<file path="src/rtl/rombus_if.sv">
// CPC expansion-bus strobes, configuration port and ROM-store fetch handshake for the ROM sequencer.
// The slave modport is the sequencer side; the master modport is the bus/board side that drives it.
interface rombus_if;
   logic       MREQ_B;
   logic       IOREQ_B;
   logic       RD_B;
   logic       WR_B;
   logic       ROMEN_B;
   logic       A15;
   logic       A14;
   logic       A13;
   logic [7:0] D;
   logic       cfg_we;
   logic [3:0] cfg_bank;
   logic       cfg_valid;
   logic       cfg_lower;
   logic       fetch_req;
   logic       fetch_lower;
   logic [7:0] fetch_bank;
   logic       fetch_ack;
   logic [7:0] fetch_data;
   logic [7:0] dout;
   logic       bufoe_b;
   logic       romdis;
   logic       wait_b;
   logic       timeout_err;

   modport slave (
      input  MREQ_B, IOREQ_B, RD_B, WR_B, ROMEN_B, A15, A14, A13, D,
      input  cfg_we, cfg_bank, cfg_valid, cfg_lower, fetch_ack, fetch_data,
      output fetch_req, fetch_lower, fetch_bank, dout, bufoe_b, romdis, wait_b, timeout_err
   );

   modport master (
      output MREQ_B, IOREQ_B, RD_B, WR_B, ROMEN_B, A15, A14, A13, D,
      output cfg_we, cfg_bank, cfg_valid, cfg_lower, fetch_ack, fetch_data,
      input  fetch_req, fetch_lower, fetch_bank, dout, bufoe_b, romdis, wait_b, timeout_err
   );
endinterface

</file>
<file path="src/rtl/rombus_sequencer.sv">
// Serves CPC ROM reads from an external ROM store: hit -> FETCH (wait_b low, up to WAIT_MAX cycles) -> DRIVE.
// Bus strobes are decoded from state, so async reset releases the 74245, ROMDIS and READY immediately.
module rombus_sequencer #(
   parameter int WAIT_MAX = 6,
   parameter int NBANKS   = 16
) (
   input  logic     CLK,
   input  logic     RESET_B,
   rombus_if.slave  bus
);
   typedef enum logic [1:0] {IDLE, FETCH, DRIVE, ABORT} state_t;

   localparam int CW = (WAIT_MAX > 1) ? $clog2(WAIT_MAX) : 1;

   state_t        state, state_nxt;
   logic [CW-1:0] wait_cnt;
   logic [15:0]   valid_map;
   logic [7:0]    bank_q;
   logic [7:0]    dout_q;
   logic          lower_q;
   logic          terr_q;
   logic          io_wr_q;

   logic io_wr, rom_rd, upper_hit, lower_hit, hit, bus_gone, timeout;
   logic fetch_req, romdis, bufoe_b, wait_b;

   assign io_wr     = !bus.IOREQ_B && !bus.WR_B && !bus.A13;
   assign rom_rd    = !bus.MREQ_B && !bus.RD_B && !bus.ROMEN_B;
   // bank_q and valid_map are the registered values, so a same-cycle update cannot affect this hit
   assign upper_hit = bus.A15 && bus.A14 && (int'(bank_q) < NBANKS) && (bank_q < 8'd16)
                      && valid_map[bank_q[3:0]];
   assign lower_hit = !bus.A15 && !bus.A14 && bus.cfg_lower;
   assign hit       = rom_rd && (upper_hit || lower_hit);
   assign bus_gone  = bus.ROMEN_B || bus.RD_B;
   assign timeout   = (wait_cnt == CW'(WAIT_MAX - 1));

   always_comb begin
      state_nxt = state;
      fetch_req = 1'b0;
      romdis    = 1'b0;
      bufoe_b   = 1'b1;
      wait_b    = 1'b1;
      case (state)
         IDLE: begin
            if (hit) state_nxt = FETCH;
         end
         FETCH: begin
            fetch_req = 1'b1;
            romdis    = 1'b1;
            wait_b    = 1'b0;
            // a CPU that has left the cycle wins over a late acknowledge
            if (bus_gone)           state_nxt = IDLE;
            else if (bus.fetch_ack) state_nxt = DRIVE;
            else if (timeout)       state_nxt = ABORT;
         end
         DRIVE: begin
            romdis  = 1'b1;
            bufoe_b = 1'b0;
            if (bus_gone) state_nxt = IDLE;
         end
         ABORT: begin
            if (bus.ROMEN_B) state_nxt = IDLE;
         end
         default: state_nxt = IDLE;
      endcase
   end

   always_ff @(posedge CLK or negedge RESET_B) begin
      if (!RESET_B) state <= IDLE;
      else          state <= state_nxt;
   end

   always_ff @(posedge CLK or negedge RESET_B) begin
      if (!RESET_B) begin
         wait_cnt  <= '0;
         valid_map <= '0;
         bank_q    <= '0;
         dout_q    <= '0;
         lower_q   <= 1'b0;
         terr_q    <= 1'b0;
         io_wr_q   <= 1'b0;
      end else begin
         wait_cnt <= (state == FETCH && state_nxt == FETCH) ? wait_cnt + CW'(1) : '0;
         io_wr_q  <= io_wr;
         // latch only on the first cycle of a held bank-port write
         if (io_wr && !io_wr_q)                     bank_q <= bus.D;
         if (bus.cfg_we)                            valid_map[bus.cfg_bank] <= bus.cfg_valid;
         if (state == IDLE && hit)                  lower_q <= !bus.A15;
         if (state == FETCH && state_nxt == DRIVE)  dout_q <= bus.fetch_data;
         if (state == FETCH && state_nxt == ABORT)  terr_q <= 1'b1;
      end
   end

   assign bus.fetch_req   = fetch_req;
   assign bus.romdis      = romdis;
   assign bus.bufoe_b     = bufoe_b;
   assign bus.wait_b      = wait_b;
   assign bus.fetch_lower = lower_q;
   assign bus.fetch_bank  = bank_q;
   assign bus.dout        = dout_q;
   assign bus.timeout_err = terr_q;
endmodule

</file>
<file path="src/flat_wrapper.sv">
// flat-port wrapper written by rule: the top's interface ports become plain ports
module rombus_sequencer_flat 
#(
   parameter int WAIT_MAX = 6,
   parameter int NBANKS   = 16
)
  (CLK, RESET_B, bus_MREQ_B, bus_IOREQ_B, bus_RD_B, bus_WR_B, bus_ROMEN_B, bus_A15, bus_A14, bus_A13, bus_D, bus_cfg_we, bus_cfg_bank, bus_cfg_valid, bus_cfg_lower, bus_fetch_ack, bus_fetch_data, bus_fetch_req, bus_fetch_lower, bus_fetch_bank, bus_dout, bus_bufoe_b, bus_romdis, bus_wait_b, bus_timeout_err);
  rombus_if bus_i ();
  input  logic CLK;
  input  logic RESET_B;
  input wire logic [$bits(bus_i.MREQ_B)-1:0] bus_MREQ_B;
  input wire logic [$bits(bus_i.IOREQ_B)-1:0] bus_IOREQ_B;
  input wire logic [$bits(bus_i.RD_B)-1:0] bus_RD_B;
  input wire logic [$bits(bus_i.WR_B)-1:0] bus_WR_B;
  input wire logic [$bits(bus_i.ROMEN_B)-1:0] bus_ROMEN_B;
  input wire logic [$bits(bus_i.A15)-1:0] bus_A15;
  input wire logic [$bits(bus_i.A14)-1:0] bus_A14;
  input wire logic [$bits(bus_i.A13)-1:0] bus_A13;
  input wire logic [$bits(bus_i.D)-1:0] bus_D;
  input wire logic [$bits(bus_i.cfg_we)-1:0] bus_cfg_we;
  input wire logic [$bits(bus_i.cfg_bank)-1:0] bus_cfg_bank;
  input wire logic [$bits(bus_i.cfg_valid)-1:0] bus_cfg_valid;
  input wire logic [$bits(bus_i.cfg_lower)-1:0] bus_cfg_lower;
  input wire logic [$bits(bus_i.fetch_ack)-1:0] bus_fetch_ack;
  input wire logic [$bits(bus_i.fetch_data)-1:0] bus_fetch_data;
  output wire logic [$bits(bus_i.fetch_req)-1:0] bus_fetch_req;
  output wire logic [$bits(bus_i.fetch_lower)-1:0] bus_fetch_lower;
  output wire logic [$bits(bus_i.fetch_bank)-1:0] bus_fetch_bank;
  output wire logic [$bits(bus_i.dout)-1:0] bus_dout;
  output wire logic [$bits(bus_i.bufoe_b)-1:0] bus_bufoe_b;
  output wire logic [$bits(bus_i.romdis)-1:0] bus_romdis;
  output wire logic [$bits(bus_i.wait_b)-1:0] bus_wait_b;
  output wire logic [$bits(bus_i.timeout_err)-1:0] bus_timeout_err;
  assign bus_i.MREQ_B = bus_MREQ_B;
  assign bus_i.IOREQ_B = bus_IOREQ_B;
  assign bus_i.RD_B = bus_RD_B;
  assign bus_i.WR_B = bus_WR_B;
  assign bus_i.ROMEN_B = bus_ROMEN_B;
  assign bus_i.A15 = bus_A15;
  assign bus_i.A14 = bus_A14;
  assign bus_i.A13 = bus_A13;
  assign bus_i.D = bus_D;
  assign bus_i.cfg_we = bus_cfg_we;
  assign bus_i.cfg_bank = bus_cfg_bank;
  assign bus_i.cfg_valid = bus_cfg_valid;
  assign bus_i.cfg_lower = bus_cfg_lower;
  assign bus_i.fetch_ack = bus_fetch_ack;
  assign bus_i.fetch_data = bus_fetch_data;
  assign bus_fetch_req = bus_i.fetch_req;
  assign bus_fetch_lower = bus_i.fetch_lower;
  assign bus_fetch_bank = bus_i.fetch_bank;
  assign bus_dout = bus_i.dout;
  assign bus_bufoe_b = bus_i.bufoe_b;
  assign bus_romdis = bus_i.romdis;
  assign bus_wait_b = bus_i.wait_b;
  assign bus_timeout_err = bus_i.timeout_err;
  rombus_sequencer #(.WAIT_MAX(WAIT_MAX), .NBANKS(NBANKS)) u_core (.CLK(CLK), .RESET_B(RESET_B), .bus(bus_i));
endmodule
</file>
<file path="config.mk">
export PLATFORM = sky130hd
export DESIGN_NAME = rombus_sequencer_flat
export DESIGN_NICKNAME = d
export VERILOG_FILES = /design/src/rtl/rombus_if.sv /design/src/rtl/rombus_sequencer.sv /design/src/flat_wrapper.sv
export SDC_FILE = /design/constraint.sdc
export NUM_CORES = 1
export LEC_CHECK = 0
export ABC_AREA = 1
export CAP_MARGIN = 25
export CORE_MARGIN = 4
export CORE_UTILIZATION = 48
export CTS_CLUSTER_DIAMETER = 40
export DETAILED_ROUTE_END_ITERATION = 6
export PLACE_DENSITY = 0.8
export SETUP_SLACK_MARGIN = 0.4
export SLEW_MARGIN = 20
export SYNTH_ARGS = -nofsm -noshare
export SYNTH_HDL_FRONTEND = slang
export SYNTH_SLANG_ARGS = --single-unit
</file>
<file path="constraint.sdc">
create_clock -name CLK -period 1.8 [get_ports CLK]
set_input_delay 0.36 -clock CLK [delete_from_list [all_inputs] [get_ports CLK]]
set_output_delay 0.36 -clock CLK [all_outputs]
set_load 0.02 [all_outputs]
</file>
## Word level (Yosys, flattened, before mapping)

Index checks and enable logic that the tools add are counted.

- Flip-flop bits (word level): 40
- Input bits: 34
- Output and inout port bits: 22

- Add/subtract/negate cells: 1
- Order comparisons: 5
- Equality and inequality tests: 7
- Muxes and demuxes: 17
- Reductions and logical operators: 30

Operators by type and width:

| cell | count |
|---|---|
| logical AND 1 bit | 17 |
| bitwise mux 16 bit | 1 |
| less-than comparator 8 x 5 -> 1 bit (second input constant) | 2 |
| 2-to-1 mux 2 bit | 6 |
| less-than comparator 4 x 5 -> 1 bit (second input constant) | 2 |
| zero test 1 bit | 9 |
| == test 2 bit (second input constant) | 4 |
| one-hot mux 2 bit (4 select lines) | 1 |
| 2-to-1 mux 1 bit | 6 |
| binary-select mux 1 bit (select 4 bit) | 1 |
| demux 1 bit (select 4 bit) | 1 |
| == test 2 x 1 -> 1 bit (second input constant) | 2 |
| >= comparator 4 x 1 -> 1 bit (second input constant) | 1 |
| adder 3 x 1 -> 3 bit (second input constant) | 1 |
| == test 3 bit (second input constant) | 1 |
| 2-to-1 mux 3 bit | 1 |
| zero test 2 bit | 1 |
| logical OR 1 bit | 2 |
| OR reduction 2 bit | 1 |

## Depth between registers and ports, before layout

Gate-level depths: netlist (run 1).

- Word-level depth: 11
- Mapped depth: 15

## Worst setup path after synthesis (run 1)

OpenSTA, ideal clock, no wires.

- Path type: flip-flop to flip-flop
- Start point: reg u_core.bank_q[0] (netlist: u_core.bus.fetch_bank[0])
- End point: reg u_core.dout_q[0] (netlist: u_core.bus.dout[0])
- Data arrival time: 1.562 ns
- Setup slack: 0.121 ns
- Cell stages (with the launch flop): 16
- Path buffers: 1
- Period minus slack after synthesis: 1.679 ns
- Cell sequence: dfrtp_1 -> buf_6 -> inv_6 -> nand2_2 -> nand3_1 -> nand3_1 -> nand3b_1 -> nand2_1 -> nand2_1 -> nand2_1 -> nand2_2 -> nand2_2 -> nand2_4 -> nand3_4 -> nand2_1 -> nand2_1

- Cells in the longest elaborated chain, start to end: 10

Ends and longest elaborated chain:

| item | RTL line | source |
|---|---|---|
| from (decl) | rombus_sequencer.sv:18 | `logic [7:0] bank_q;` |
| from (signal assigned) | rombus_sequencer.sv:86 | `if (io_wr && !io_wr_q) bank_q <= bus.D;` |
| less-than comparator 8 x 5 -> 1 bit | rombus_sequencer.sv:30 | `assign upper_hit = bus.A15 && bus.A14 && (int'(bank_q) < NBANKS) && (bank_q < 8'd16)` |
| logical AND 1 bit (2 in a row) | rombus_sequencer.sv:30 |  |
| logical AND 1 bit (*) | rombus_sequencer.sv:31 | `&& valid_map[bank_q[3:0]];` |
| logical OR 1 bit (*) | rombus_sequencer.sv:33 | `assign hit = rom_rd && (upper_hit \|\| lower_hit);` |
| logical AND 1 bit (*) | rombus_sequencer.sv:33 |  |
| 2-to-1 mux 2 bit (*) | rombus_sequencer.sv:45 | `if (hit) state_nxt = FETCH;` |
| one-hot mux 2 bit (4 select lines) (*) | rombus_sequencer.sv:43 | `case (state)` |
| == test 2 bit (*) | rombus_sequencer.sv:89 | `if (state == FETCH && state_nxt == DRIVE) dout_q <= bus.fetch_data;` |
| logical AND 1 bit (*) | rombus_sequencer.sv:89 |  |
| to (signal assigned) | rombus_sequencer.sv:89 |  |
| to (decl) | rombus_sequencer.sv:19 | `logic [7:0] dout_q;` |

Every way passes the cells marked *; elsewhere a longest branch is shown, timed or not. The select of a mux whose other input is x is not followed.
A chain may end at the register's enable or synchronous reset.

## Worst setup path in the final report (run 1)

- Start point: reg u_core.bank_q[0] (netlist: u_core.bus.fetch_bank[0])
- End point: reg u_core.lower_q (netlist: u_core.bus.fetch_lower)

- Cells in the longest elaborated chain, start to end: 7

Ends and longest elaborated chain:

| item | RTL line | source |
|---|---|---|
| less-than comparator 8 x 5 -> 1 bit | rombus_sequencer.sv:30 |  |
| logical AND 1 bit (2 in a row) | rombus_sequencer.sv:30 |  |
| logical AND 1 bit (*) | rombus_sequencer.sv:31 |  |
| logical OR 1 bit (*) | rombus_sequencer.sv:33 |  |
| logical AND 1 bit (*) | rombus_sequencer.sv:33 |  |
| logical AND 1 bit (*) | rombus_sequencer.sv:88 | `if (state == IDLE && hit) lower_q <= !bus.A15;` |
| to (signal assigned) | rombus_sequencer.sv:88 |  |
| to (decl) | rombus_sequencer.sv:20 | `logic lower_q;` |

Marked as above.

==> impl_metrics.json, run 1 <==
{
  "dieWidth_um": 73.7,
  "ys_seq_area_share_pct": 48.3,
  "grt_antenna_before_repair": 0,
  "clk_pin_slew_worst_paths_ns": 0.08,
  "finalCritPeriodShare_pct": 101,
  "syn2layout_area_growth_pct": 50.8,
  "yosys_warnings": 0,
  "ioPinCount": 56,
  "grt_max_degree": 22,
  "vias": 1955,
  "grt_pass1_vias": 1916,
  "slowest_stage": "dfrtp_2",
  "post-dp-hpwl_um": 3800,
  "layout_common_cells": "37 x dfrtp_1, 33 x nand2_1, 32 x clkdlybuf4s50_1",
  "numCtsBuffers": 5,
  "wl_um": 5590,
  "clock_latency_ns": 0.29,
  "grt_pass1_wl_um": 8710,
  "worstRegToRegCells": 13,
  "crit_path_end_kind": "flip-flop",
  "cts.sinks": 40,
  "critPathLaunchType": "flip-flop",
  "synth_cells": 243,
  "arrival_ns": 1.99,
  "drc": 0,
  "synth_area_per_cell_um2": 8.53,
  "slew_violations": 0,
  "insertedDiodeCount": 0,
  "die-height_um": 73.7,
  "htreeDepth": 2,
  "min_period_ns": 1.81,
  "grt.overflow.total": 0,
  "final.setup.tns_ns": -0.0120,
  "row_count": 23,
  "drtIter0Drc": 131,
  "place.gp.congestion": 0.806,
  "ctsLongestPathBuffers": 2,
  "holdWs_ns": 0.0302,
  "start_util_pct": 50.7,
  "io_buffers": 55,
  "worstMarginPinSlew_ns": 0.497,
  "grt_usage_pct": 20.9,
  "total_power_w": 0.00391,
  "critPathKind": "flip-flop to flip-flop",
  "synth_seq_cells": 40,
  "cap_violations": 0,
  "crit_top_cell": "nand2_2",
  "power_density_nw_per_um2": 1250,
  "synthesis.nets": 284,
  "final_common_cell": "dfrtp_1",
  "setup_viol": 2,
  "maxSlewHeadroom_pct": 66.9,
  "die-area_um2": 5430,
  "worstPathRequired_ns": 1.98,
  "core_area_um2": 4090,
  "cts-root-buf": "clkbuf_8",
  "postRouteAntennaNets": 0,
  "hold_buffers": 0,
  "drive_above_1_share_pct": 32.3,
  "ir_drop_mv": 1.09,
  "cts_tree": "yes",
  "cp_cell_sequence": "buf_6 -> nand2_2 -> nand3_2 -> nand3_2 -> nand3b_1 -> nand2_2 -> nand2_2 -> nand2_2 -> nand2_4 -> buf_4 -> buf_6 -> o21ai_2 -> o31ai_2",
  "failed_checks": "negative setup slack",
  "report.final.hold_viol_count": 0,
  "drt-pass1-iter-count": 4,
  "path_max_fanout": 7,
  "max_freq_mhz": 552,
  "nets": 365,
  "hold_path_class": "primary input to asynchronous set/reset pin",
  "via_per_inst": 5.21,
  "fin_skew_ns": 0.00813,
  "synth_area_um2": 2070,
  "rsz0062_at_grt": "yes",
  "setup_ws_ns": -0.0105,
  "critPathMaxStageDelay_ns": 0.48,
  "status": "finished with violations",
  "p_leak_nw": 1.51,
  "synth.distinct_cells": 28,
  "wire_per_inst_um": 14.9
}
[critical path, delay by kind of cell, from the launching register on]
| family | cells | cell delay (ns) |
|---|---|---|
| compound gates | 2 | 0.19 |
| simple gates | 8 | 0.62 |
| flops | 1 | 0.48 |
| buf+inv | 3 | 0.42 |
[layout make-up]
type | count | area [µm²]
inverter | 40 | 163
timing repair buffer | 77 | 722
fill | 276 | 961
multi-input combinational | 160 | 1080
tap | 50 | 62.6
clock buffer | 6 | 82.6
sequential | 40 | 1000
clock inverter | 2 | 10.0
[final timing paths]
check | startpoint | to | slack (ns)
setup / recovery | u_core.bus.fetch_bank[0]$_DFFE_PN0P_ | u_core.bus.fetch_lower$_DFFE_PN0P_ | -0.01
hold / removal | RESET_B | u_core.bus.dout[3]$_DFFE_PN0P_ | 0.03
setup reg to reg | u_core.bus.fetch_bank[0]$_DFFE_PN0P_ | u_core.bus.fetch_lower$_DFFE_PN0P_ | -0.01
hold reg to reg | u_core.bus.dout[2]$_DFFE_PN0P_ | u_core.bus.dout[2]$_DFFE_PN0P_ | 0.48
max in group asynchronous | RESET_B | u_core.bus.fetch_bank[0]$_DFFE_PN0P_ | 1.28
min in group CLK | u_core.bus.dout[2]$_DFFE_PN0P_ | u_core.bus.dout[2]$_DFFE_PN0P_ | 0.48
[where the power goes]
group | leakage, nW | internal [W] | switching [W]
logic | 0.972 | 0.000839 | 0.00111
registers | 0.488 | 0.00116 | 0.000198
clock network | 0.0510 | 0.000306 | 0.000304
[what timing repair did]
action | in CTS | in global routing
resized for setup | 69 | 30
setup endpoints to repair | 40 | 37
cloned | 2 | 0
buffers inserted | 8 | 2
pin swaps | 14 | 13
[synthesized netlist by cell type, drive strengths merged]
master / number / area (µm²)
a21oi: 13 / 65.1
a31oi: 9 / 56.3
buf: 3 / 27.5
clkbuf: 2 / 7.51
clkinv: 1 / 3.75
dfrtp: 40 / 1000
ha: 7 / 87.6
inv: 39 / 151
mux2: 5 / 56.3
nand2: 57 / 244
nand3: 18 / 103
nand3b: 1 / 7.51
nand4: 8 / 50.1
nor2: 15 / 56.3
nor3: 10 / 65.1
o211ai: 1 / 7.51
o21ai: 11 / 55.1
o21bai: 1 / 11.3
o31ai: 1 / 7.51
xnor2: 1 / 8.76
[metrics by stage]
stage | worst slack [ns] | util [%] | std cells | area, µm²
final | -0.0105 | 76.5 | 375 | 3130
after global routing | -0.142 | 76.5 | 375 | 3130
after CTS | 0.0483 | 73.9 | 373 | 3020
after detailed placement | -0.121 | 67.7 | 355 | 2770
after global placement | -0.0100 | 67.7 | 355 | 2770
after floorplan | 0.160 | - | 243 | 2090
[registers in the layout, indices dropped and copies added, names as in the netlist]
register                cells
u_core.bus.dout             8
u_core.bus.fetch_bank       8
u_core.bus.fetch_lower      1
u_core.bus.timeout_err      1
u_core.io_wr_q              1
u_core.state                2
u_core.valid_map           16
u_core.wait_cnt             3
[logic make-up after synthesis]
kind of cell	synth area share, %
AO/OA/AOI/OAI	9.78
XOR/XNOR	0.423
adder cells (fa/ha/maj)	4.23
buffers and inverters	9.18
flip-flops	48.3
multiplexers	2.72
AND/OR/NAND/NOR	25.4
[per-layer routing]
metal  vias to the layer above  track usage, %  part of all wire, %
met4                         0            6.84                  1.2
li1                        958               -                    -
met5                         -               0                    0
met2                        56            36.2                   52
met1                       935            25.7                   41
met3                         6            4.65                  5.3
(Power assumes the default switching activity.)
==> run 2, diff against run 1 <==
- CORE_MARGIN: 4 -> unset
- CORE_UTILIZATION: 48 -> 29
- GPL_ROUTABILITY_DRIVEN: unset -> 0
- PLACE_DENSITY: 0.8 -> unset
==> run 2 against run 1 <==
  * The flow now finishes without violations
  * Power barely moved
  * Count of clock-buffer cells in the layout rose by 1
  * Cell count rose by 15%
  * Wire length fell by 9.6%
  * Combinational power barely moved
  * Clock skew rose by 0.0085 ns
  * Sequential power barely moved
  * Critical path type unchanged
==> impl_metrics.json, run 2 (synthesis gave the netlist of run 1 again) <==
{
  "status": "finished clean",
  "nets": 374,
  "regToRegEndpoint": "u_core.bus.dout[5]$_DFFE_PN0P_",
  "worstPathRequired_ns": 1.99,
  "core_area_um2": 6830,
  "min_period_ns": 1.75,
  "slew_violations": 0,
  "worstRegToRegCells": 14,
  "maxSlewHeadroom_pct": 67.2,
  "ioPinCount": 56,
  "dp_slack_ns": -0.0743,
  "postRouteAntennaNets": 0,
  "io_buffers": 55,
  "numCtsBuffers": 5,
  "largest_reg_flops": 16,
  "arrival_ns": 1.93,
  "cts-root-buf": "clkbuf_8",
  "htreeDepth": 2,
  "wl_um": 5050,
  "combinationalPowerShare_pct": 49.4,
  "power_density_nw_per_um2": 1210,
  "row_count": 30,
  "die-height_um": 86.5,
  "p_clk_share_pct": 16.1,
  "final.setup.tns_ns": 0,
  "report.final.hold_viol_count": 0,
  "reg2reg_from": "u_core.bus.fetch_bank[0]$_DFFE_PN0P_",
  "critPathLaunchType": "flip-flop",
  "p_sw_w": 0.00156,
  "critPathKind": "flip-flop to flip-flop",
  "drc": 0,
  "cap_violations": 0,
  "wire_per_inst_um": 11.7,
  "rsz0062_at_grt": "yes",
  "grt_usage_pct": 14.7,
  "setup_viol": 0,
  "netSwitchingFraction_pct": 39.9,
  "max_freq_mhz": 572,
  "die-area_um2": 7490,
  "grt.overflow.total": 0,
  "syn2layout_area_growth_pct": 55.5,
  "grt_pass1_wl_um": 8630,
  "setup_ws_ns": 0.0524,
  "dp_cells": 405,
  "vias": 1930,
  "largest_register": "u_core.valid_map",
  "grt_antenna_before_repair": 0,
  "layout_common_cells": "37 x nand2_1, 37 x dfrtp_1, 32 x clkdlybuf4s50_1",
  "total_power_w": 0.00391,
  "clk_pin_slew_worst_paths_ns": 0.09,
  "insertedDiodeCount": 0,
  "grt_pass1_vias": 1906,
  "path_max_fanout": 8,
  "hold_buffers": 0,
  "post-dp-hpwl_um": 3610,
  "crit_path_end_kind": "flip-flop",
  "hold_path_class": "primary input to asynchronous set/reset pin",
  "dieWidth_um": 86.5,
  "start_util_pct": 30.3,
  "p_leak_nw": 1.54,
  "holdWs_ns": 0.0109,
  "drt-pass1-iter-count": 4,
  "ctsLongestPathBuffers": 2,
  "fin_cells": 430,
  "grt_max_degree": 23,
  "p_seq_share_pct": 34.5,
  "finalCritPeriodShare_pct": 97.1,
  "drtIter0Drc": 86,
  "via_per_inst": 4.49,
  "cts.sinks": 40,
  "ir_drop_mv": 0.706,
  "fin_skew_ns": 0.0166,
  "reg2reg_slack_ns": 0.05,
  "worstMarginPinSlew_ns": 0.491,
  "cts_tree": "yes",
  "p_int_w": 0.00235,
  "clock_latency_ns": 0.30,
  "drive_above_1_share_pct": 32.0
}
-- run 2: cell types whose count changed in the layout (fill, tap and decap cells not counted), sizes merged --
cell           delta
buf              +10
dlygate4sd2       -5
clkdlybuf4s15     +3
clkbuf            +2
clkinv            -2
clkinvlp          +1
-- run 2: worst max-delay path, cell delays in order (launching register included) --
cell and delay, ns:
dfrtp_2 0.47, buf_6 0.15, nand2_2 0.05, nand3_2 0.06, nand3_2 0.06, nand3b_1 0.11, nand2_2 0.07, nand2_2 0.05
nand2_2 0.06, nand2_4 0.09, nand2_4 0.08, nand2_4 0.12, nand3_4 0.13, nand2_1 0.09, nand2_1 0.05
-- run 2: worst max path at each step --
| stage | depth (start not counted) | startpoint | slack [ns] | to |
|---|---|---|---|---|
| 2_1_floorplan | 15 | u_core.bus.fetch_bank[0]$_DFFE_PN0P_ | 0.16 | u_core.bus.dout[0]$_DFFE_PN0P_ |
| 3_3_place_gp | 9 | bus_RD_B | -0.06 | u_core.bus.dout[6]$_DFFE_PN0P_ |
| 3_5_place_dp | 11 | bus_A15 | -0.07 | u_core.bus.dout[6]$_DFFE_PN0P_ |
| 4_1_cts | 14 | u_core.bus.fetch_bank[0]$_DFFE_PN0P_ | 0.05 | u_core.bus.dout[6]$_DFFE_PN0P_ |
| 5_1_grt | 14 | u_core.bus.fetch_bank[0]$_DFFE_PN0P_ | -0.11 | u_core.bus.dout[5]$_DFFE_PN0P_ |
| 6_report | 14 | u_core.bus.fetch_bank[0]$_DFFE_PN0P_ | 0.05 | u_core.bus.dout[5]$_DFFE_PN0P_ |
-- run 2: metrics by stage --
stage	instance area (µm²)	utilization, %
global placement	2840	41.6
global route	3220	47.2
finish	3220	47.2
floorplan	2090	-
detailed placement	2840	41.6
CTS	3110	45.5
-- run 2: per-layer routing --
| layer | part of all wire (%) | global-route usage (%) | up-vias | wire length [µm] |
|---|---|---|---|---|
| met5 | 0 | 0 | - | 0 |
| met4 | 1.1 | 5.00 | 0 | 55 |
| met3 | 4.5 | 2.76 | 4 | 229 |
| met2 | 49 | 24.3 | 46 | 2490 |
| met1 | 45 | 19.4 | 903 | 2280 |
| li1 | - | - | 977 | - |
-- run 2: area by class of cell --
class | count | area, µm²
Fill cell | 674 | 3610
Multi-Input combinational cell | 160 | 1060
Sequential cell | 40 | 1000
Timing Repair Buffer | 86 | 779
Inverter | 40 | 160
Tap cell | 96 | 120
Clock buffer | 7 | 86.3
Clock inverter | 1 | 7.51
-- run 2: timing repair --
action	CTS	global route
setup buffers	10	5
setup endpoints to repair	45	33
pin swaps	8	15
cloned	2	0
resized for setup	71	30
-- run 2: power by group through the flow --
stage,registers [W],logic (W),clock network [W]
after floorplan,0.00150,0.000790,0
after global placement,0.00136,0.00160,0
after detailed placement,0.00136,0.00163,0
after global routing,0.00138,0.00211,0.000696
after CTS,0.00134,0.00179,0.000650
final,0.00135,0.00194,0.000629
==> run 3, diff against run 2 <==
- MAX_ROUTING_LAYER: unset -> met4
==> run 3 against run 2 <==
  * Power increased by 0.35%
  * Global-route usage increased by 0.55 points
  * Utilization increased by 0.13 points
  * Maximum frequency increased by 0.26%
  * Largest power group unchanged
  * Sequential share of layout area decreased by 0.085 points
  * Hold slack improved by 0.0039 ns
  * Register-to-register slack about the same
  * Via count decreased by 0.93%
  * Wire length decreased by 0.99%
==> impl_metrics.json, run 3 (synthesis gave the netlist of run 1 again) <==
{
  "wl_met1_um": 2260,
  "final_cell_area_um2": 3230,
  "row_count": 30,
  "crit_path_end_kind": "flip-flop",
  "io_buffers": 55,
  "layout_common_cells": "37 x nand2_1, 37 x dfrtp_1, 32 x clkdlybuf4s50_1",
  "status": "finished clean",
  "final.setup.tns_ns": 0,
  "dieWidth_um": 86.5,
  "critPathLaunchType": "flip-flop",
  "grt_pass1_vias": 1895,
  "ir_drop_mv": 0.703,
  "clock_latency_ns": 0.29,
  "reg2reg_slack_ns": 0.06,
  "fin_skew_ns": 0.0121,
  "top_layer_used": "met4",
  "cap_violations": 0,
  "nets": 374,
  "grt_antenna_before_repair": 0,
  "rsz0062_at_grt": "yes",
  "critPathKind": "flip-flop to flip-flop",
  "report.final.hold_viol_count": 0,
  "hold_path_class": "primary input to asynchronous set/reset pin",
  "p_leak_nw": 1.54,
  "drt-pass1-iter-count": 5,
  "worstMarginPinSlew_ns": 0.484,
  "slew_violations": 0,
  "insertedDiodeCount": 0,
  "drive_above_1_share_pct": 32.9,
  "largest_register": "u_core.valid_map",
  "max_freq_mhz": 574,
  "wl_um": 5000,
  "finalCritPeriodShare_pct": 96.8,
  "ctsLongestPathBuffers": 2,
  "maxSlewHeadroom_pct": 67.7,
  "grt_usage_pct": 15.3,
  "clk_pin_slew_worst_paths_ns": 0.08,
  "largest_reg_flops": 16,
  "drc": 0,
  "wl_met2_um": 2470,
  "crit_path_end": "u_core.bus.dout[5]$_DFFE_PN0P_",
  "cts-root-buf": "clkbuf_8",
  "regToRegEndpoint": "u_core.bus.dout[5]$_DFFE_PN0P_",
  "die-height_um": 86.5,
  "wire_per_inst_um": 11.6,
  "dp_cells": 405,
  "drtIter0Drc": 82,
  "core_area_um2": 6830,
  "cts_tree": "yes",
  "numCtsBuffers": 5,
  "placed_area_um2": 2840,
  "setup_viol": 0,
  "worstPathRequired_ns": 1.99,
  "vias": 1912,
  "worstRegToRegCells": 14,
  "fin_cells": 430,
  "via_per_inst": 4.45,
  "grt.overflow.total": 0,
  "htreeDepth": 2,
  "arrival_ns": 1.93,
  "wl_met3_um": 199,
  "cts.sinks": 40,
  "syn2layout_area_growth_pct": 55.9,
  "power_density_nw_per_um2": 1220,
  "post-dp-hpwl_um": 3610,
  "grt_max_degree": 23,
  "start_util_pct": 30.3,
  "die-area_um2": 7490,
  "reg2reg_from": "u_core.bus.fetch_bank[0]$_DFFE_PN0P_",
  "min_period_ns": 1.74,
  "path_max_fanout": 8,
  "grt_pass1_wl_um": 8650,
  "ioPinCount": 56,
  "critPathLaunch": "u_core.bus.fetch_bank[0]$_DFFE_PN0P_",
  "postRouteAntennaNets": 0
}
==> run 3: area by class of cell <==
type / count / area (µm²)
Multi-Input combinational cell: 160 / 1070
Inverter: 40 / 160
Timing Repair Buffer: 86 / 783
Fill cell: 669 / 3600
Clock inverter: 1 / 7.51
Clock buffer: 7 / 86.3
Tap cell: 96 / 120
Sequential cell: 40 / 1000
==> run 3: routing by layer <==
layer	global-route usage (%)	vias to the layer above
li1	-	980
met1	19.7	886
met2	24.2	40
met3	2.86	6
met4	5.00	0
met5	-	-
==> run 3: timing repair <==
action	CTS	global route
gates resized for setup	71	38
endpoints found under the hold margin	0	0
hold buffers	0	0
setup buffers	10	5
pin swaps	8	15
gates cloned	2	0
setup endpoints to repair	45	35
==> run 3: how the worst min path moves through the flow <==
stage | from | end | slack (ns) | depth (start not counted)
2_1_floorplan | RESET_B | u_core.bus.dout[0]$_DFFE_PN0P_ | 0.06 | 0
3_3_place_gp | RESET_B | u_core.bus.fetch_bank[5]$_DFFE_PN0P_ | 0.36 | 1
3_5_place_dp | RESET_B | u_core.bus.fetch_bank[5]$_DFFE_PN0P_ | 0.36 | 1
4_1_cts | RESET_B | u_core.bus.fetch_bank[5]$_DFFE_PN0P_ | 0.04 | 1
5_1_grt | RESET_B | u_core.bus.fetch_bank[5]$_DFFE_PN0P_ | 0.05 | 1
6_report | RESET_B | u_core.bus.fetch_bank[5]$_DFFE_PN0P_ | 0.01 | 1
==> run 3: through the flow <==
stage          worst slack (ns)  hold WS (ns)  util (%)  total power, W
3_3_place_gp            -0.0649         0.357      41.6         0.00296
4_1_cts                  0.0542        0.0369      45.5         0.00379
3_5_place_dp            -0.0743         0.362      41.6         0.00299
5_1_grt                  -0.104        0.0509      47.3         0.00422
6_report                 0.0570        0.0149      47.3         0.00393
2_1_floorplan             0.160        0.0644         -         0.00229
==> run 3: worst max-delay path: stages (launching register included) <==
cell,delay (ns)
dfrtp_2,0.47
buf_6,0.15
nand2_2,0.05
nand3_2,0.06
nand3_2,0.06
nand3b_1,0.11
nand2_2,0.07
nand2_2,0.05
nand2_2,0.06
nand2_4,0.09
nand2_4,0.08
nand2_4,0.12
nand3_4,0.13
nand2_1,0.09
nand2_1,0.05
==> run 3: report_power, final <==
part	internal [W]	total, W	leakage (nW)	switching [W]
clock	0.000312	0.000622	0.0445	0.000311
combinational	0.000902	0.00196	1.01	0.00105
sequential	0.00116	0.00135	0.488	0.000191
